## src/rtl/split_router.sv

```systemverilog
// split_router: multicast fork router. One selected input port feeds a FWFT
// FIFO; the head flit is offered on every port set in output_mask and popped
// only after each masked branch has accepted it once.
//
// Parameters
//   input_sel   [0:4] one-hot source port ([0]-local [1]-west [2]-east
//                     [3]-north [4]-south); lowest set index wins, 0 if none
//   output_mask [0:4] destination ports; all-zero drains flits to nowhere
//   FIFO_DEPTH        input buffer depth, power of two >= 2
//
// Ports
//   clk, rstn          rising-edge clock, asynchronous active-low reset
//   data_i/valid_i     per-port input flit/valid (only input_sel is used)
//   ready_o            per-port input ready (only input_sel can be 1)
//   data_o/valid_o     per-port output flit/valid
//   ready_i            per-port downstream ready (unmasked ports ignored)
//
// Build option
//   DATA_PATH_EN defined   : FIFO stores flit data, data_o carries it.
//   DATA_PATH_EN undefined : FIFO tracks occupancy only, data_o is all zero;
//                            handshake timing is unchanged.
`ifndef DW
`define DW 32
`endif

module split_router #(
  parameter logic [0:4]  input_sel   = 5'b0,
  parameter logic [0:4]  output_mask = 5'b0,
  parameter int unsigned FIFO_DEPTH  = 8
) (
  input  logic           clk,
  input  logic           rstn,
  input  logic [`DW-1:0] data_i  [0:4],
  input  logic [0:4]     valid_i,
  output logic [0:4]     ready_o,
  output logic [`DW-1:0] data_o  [0:4],
  output logic [0:4]     valid_o,
  input  logic [0:4]     ready_i
);

  function automatic int unsigned src_index(input logic [0:4] sel);
    int unsigned idx;
    idx = 0;
    for (int unsigned i = 5; i > 0; i--) begin
      if (sel[i-1]) idx = i - 1;
    end
    return idx;
  endfunction

  localparam int unsigned AW  = $clog2(FIFO_DEPTH);
  localparam int unsigned SRC = src_index(input_sel);

  logic [AW:0]     wr_ptr_q, wr_ptr_d;
  logic [AW:0]     rd_ptr_q, rd_ptr_d;
  logic [0:4]      sent_q, sent_d;
  logic            empty, full;
  logic            wr_en, done;
  logic [0:4]      fire;
  logic [`DW-1:0]  head;
  logic            unused_in;

  always_comb begin
    empty = (wr_ptr_q == rd_ptr_q);
    full  = (wr_ptr_q[AW] != rd_ptr_q[AW]) &&
            (wr_ptr_q[AW-1:0] == rd_ptr_q[AW-1:0]);
  end

  // ready comes from the registered full flag only, so a pop in the same
  // cycle never opens a slot for a write.
  always_comb begin
    ready_o      = '0;
    ready_o[SRC] = ~full;
    wr_en        = valid_i[SRC] & ~full;
  end

  // valid depends on registered state only; ready_i just decides who fires.
  always_comb begin
    valid_o = empty ? '0 : (output_mask & ~sent_q);
    fire    = valid_o & ready_i;
    done    = ~empty && (((sent_q | fire) & output_mask) == output_mask);
  end

  always_comb begin
    wr_ptr_d = wr_ptr_q + (AW+1)'(wr_en);
    rd_ptr_d = rd_ptr_q + (AW+1)'(done);
    sent_d   = done ? '0 : (sent_q | fire);
  end

  always_ff @(posedge clk or negedge rstn) begin
    if (!rstn) begin
      wr_ptr_q <= '0;
      rd_ptr_q <= '0;
      sent_q   <= '0;
    end else begin
      wr_ptr_q <= wr_ptr_d;
      rd_ptr_q <= rd_ptr_d;
      sent_q   <= sent_d;
    end
  end

`ifdef DATA_PATH_EN
  logic [`DW-1:0] mem_q [FIFO_DEPTH];

  always_ff @(posedge clk) begin
    if (wr_en) mem_q[wr_ptr_q[AW-1:0]] <= data_i[SRC];
  end

  assign head = mem_q[rd_ptr_q[AW-1:0]];
`else
  assign head = '0;
`endif

  // Gated with ~empty so stale RAM contents never leak out after reset.
  always_comb begin
    for (int unsigned i = 0; i < 5; i++) begin
      data_o[i] = (output_mask[i] && !empty) ? head : '0;
    end
  end

  // Inputs of non-selected and unmasked ports are intentionally ignored.
  always_comb begin
    unused_in = ^valid_i ^ ^ready_i;
    for (int unsigned i = 0; i < 5; i++) begin
      unused_in = unused_in ^ (^data_i[i]);
    end
  end

endmodule
```

## config.mk

```make
export PLATFORM = sky130hd
export DESIGN_NAME = split_router
export DESIGN_NICKNAME = d
export VERILOG_FILES = /design/src/rtl/split_router.sv
export SDC_FILE = /design/constraint.sdc
export NUM_CORES = 1
export LEC_CHECK = 0
export ABC_CLOCK_PERIOD_IN_PS = 2000
export CAP_MARGIN = 20
export CORE_AREA = 3 3 133 135
export CTS_CLUSTER_SIZE = 14
export DETAILED_ROUTE_END_ITERATION = 10
export DIE_AREA = 0 0 136 138
export GPL_TIMING_DRIVEN = 0
export HOLD_SLACK_MARGIN = 0.15
export PLACE_DENSITY = 0.54
export SYNTH_ARGS = -nofsm -noshare
export SYNTH_HDL_FRONTEND = slang
export SYNTH_SLANG_ARGS = --single-unit
```

## constraint.sdc

```tcl
create_clock -name clk -period 2 [get_ports clk]
set_input_delay 0.3 -clock clk [delete_from_list [all_inputs] [get_ports clk]]
set_output_delay 0.3 -clock clk [all_outputs]
set_load 0.03 [all_outputs]
```

==> results.yml <==
run_status:
  status: "finished, final reports clean"
power_and_ir_drop:
  leakagePower_nw: 1.68
  p_per_area_mw_per_mm2: 631
  peakVddDrop_v: 0.000415
grt:
  met3_usage: 0.0105
  met1_usage: 0.0171
  grtUsageMet2: 0.0352
  grt_max_degree: 9
  busiest_layer: "met2"
  antenna_found_initial: 0
  grt_usage: 0.0192
  grt_pass1_wl_um: 3000
  gr-total-overflow: 0
  grt_pass1_vias: 717
sta:
  setup_viol: 0
  hold_viol_final: 0
  period_share: 0.798
  clock_skew_ns: 0.000550
  rsz0062_at_grt: "false"
  setup_slack_ns: 0.404
  tns_ns: 0
  finalMaxSlewViolations: 0
  period_minus_slack_ns: 1.60
  fmax_mhz: 626
critical_path:
  crit_path_start_kind: "register"
  cp.required_ns: 1.70
  crit_arrival_ns: 1.30
  worst_setup_path_end_kind: "output port"
  worst-setup-path-type: "register to output port"
  path_max_fanout: 3
clock_network:
  cts_made_buffers: 3
  postCtsSetupRepairBufs: 0
  htreeDepth: 1
  cts_sinks: 8
  cts_tree: "yes"
  cts.path.max_buffers: 2
  cts-root-buf: "clkbuf_16"
  clk_pin_slew_ns: 0.04
  clkLatencyLatePin_ns: 0.23
run:
  cap_violations: 0
yosys:
  yosys.area.top_type_share: 0.778
  synth_top_cell_by_area: "buf_4"
  yosysSeqAreaShare: 0.123
  syn_area_sq_mm: 0.00163
  yosys-top-cells-area: "buf_4, dfrtp_1, ha_1"
  avgSynthCellArea_sq_um: 8.32
  yosysUniqueCellTypes: 11
  ys_seq_elements: 8
  synth_cells: 196
  ys.warnings.count: 0
die:
  rows: 47
  ios: 342
  core_sq_mm: 0.0166
  dieArea_sq_mm: 0.0188
  die_x_um: 136
  start_util: 0.0983
  dieHeight_um: 138
layout:
  multi_input_area_sq_um: 788
  instances_no_fill: 590
  fillCellCount: 1867
  area_delta_synth_final_pct: 62.2
  final_cell_mix: "buf_4, conb_1, dfrtp_1, xnor2_1, ha_1"
  fin_nets: 548
  register_area_sq_um: 200
  drive_above_1_share: 0.465
  diodes: 0
placed_design:
  place_ws_ns: 0.287
  gp_congestion: 0.673
  port_buffers: 3
  dpl.cell_count: 587
worst_hold_path:
  hp-class: "primary input to asynchronous set/reset pin"
drt:
  wl_um: 2400
  drc: 0
  wl_per_cell_um: 4.07
  vias: 1069
  drt-initial-drc-count: 1
  drt-pass1-iter-count: 2
  avgViaCountPerCell: 1.81
  ant_nets: 0
==> synth_stat cells <==
cell type and instances:
a41oi_1 1, nand4_1 1, nand4b_1 1, buf_4 169
dfrtp_1 8, conb_1 1, xnor2_1 5, nand3_1 2
inv_1 1, ha_1 4, xor2_1 3
==> worst max-delay path: stages, from the launching register on <==
cell	delay [ns]
dfrtp_1	0.39
xnor2_1	0.28
nand4_1	0.13
dlymetal6s2s_1	0.27
==> registers in the layout, indices dropped and copies added (netlist names) <==
register / count
rd_ptr_q: 4
wr_ptr_q: 4
==> repair_timing <==
| item | CTS | global route |
|---|---|---|
| hold buffers | 0 | 0 |
| setup endpoints to repair | 0 | 1 |
| gates resized for setup | 0 | 1 |
| hold endpoints to repair | 0 | 0 |
==> cells by family after synthesis <==
kind of cell,share of synthesized area
adders and majority gates,0.0307
and+or+nand+nor,0.0154
AOI/OAI and AO/OA,0.00537
DFF,0.123
other,0.00230
buffers and inverters,0.781
xor gates and xnor gates,0.0430
==> per-layer routing <==
| metal | share of wire | routed length (um) |
|---|---|---|
| met3 | 0.32 | 773 |
| met5 | 0 | 0 |
| met4 | 0.012 | 30 |
| met1 | 0.27 | 652 |
| met2 | 0.39 | 948 |
==> layout make-up <==
class / instances / area share
tap: 220 / 0.104
multi-input combinational: 186 / 0.298
inverter: 1 / 0.00142
buffer: 169 / 0.480
sequential: 8 / 0.0757
clock buffer: 3 / 0.0284
timing repair buffer: 3 / 0.0123
==> where the power goes <==
| group | internal, W | switching (W) | leakage [nW] |
|---|---|---|---|
| clock | 0.000257 | 0.0000720 | 0.0370 |
| sequential | 0.000255 | 0.0000792 | 0.0937 |
| combinational | 0.000379 | 0.000627 | 1.55 |
==> worst paths after layout <==
check / end / startpoint / depth (start not counted) / slack (ns)
max in group asynchronous: rd_ptr_q[1]$_DFF_PN0_ / rstn / 1 / 1.39
worst min-delay path: wr_ptr_q[0]$_DFF_PN0_ / rstn / 1 / 0.35
worst min register to register: wr_ptr_q[3]$_DFF_PN0_ / wr_ptr_q[3]$_DFF_PN0_ / 1 / 0.49
min in group clk: wr_ptr_q[3]$_DFF_PN0_ / wr_ptr_q[3]$_DFF_PN0_ / 1 / 0.49
worst max-delay path: ready_o[0] / wr_ptr_q[1]$_DFF_PN0_ / 3 / 0.40
worst max register to register: rd_ptr_q[2]$_DFF_PN0_ / wr_ptr_q[2]$_DFF_PN0_ / 5 / 0.50
==> stage by stage <==
| step | power [W] | hold WS (ns) | utilization | area (sq um) |
|---|---|---|---|---|
| global placement | 0.00131 | 0.482 | 0.155 | 2570 |
| finish | 0.00167 | 0.349 | 0.159 | 2640 |
| CTS | 0.00166 | 0.364 | 0.159 | 2640 |
| detailed placement | 0.00133 | 0.488 | 0.155 | 2570 |
| floorplan | 0.00124 | 0.00441 | - | 2260 |
| global route | 0.00180 | 0.380 | 0.159 | 2640 |
Note: power is estimated with default switching activity, not from simulation.
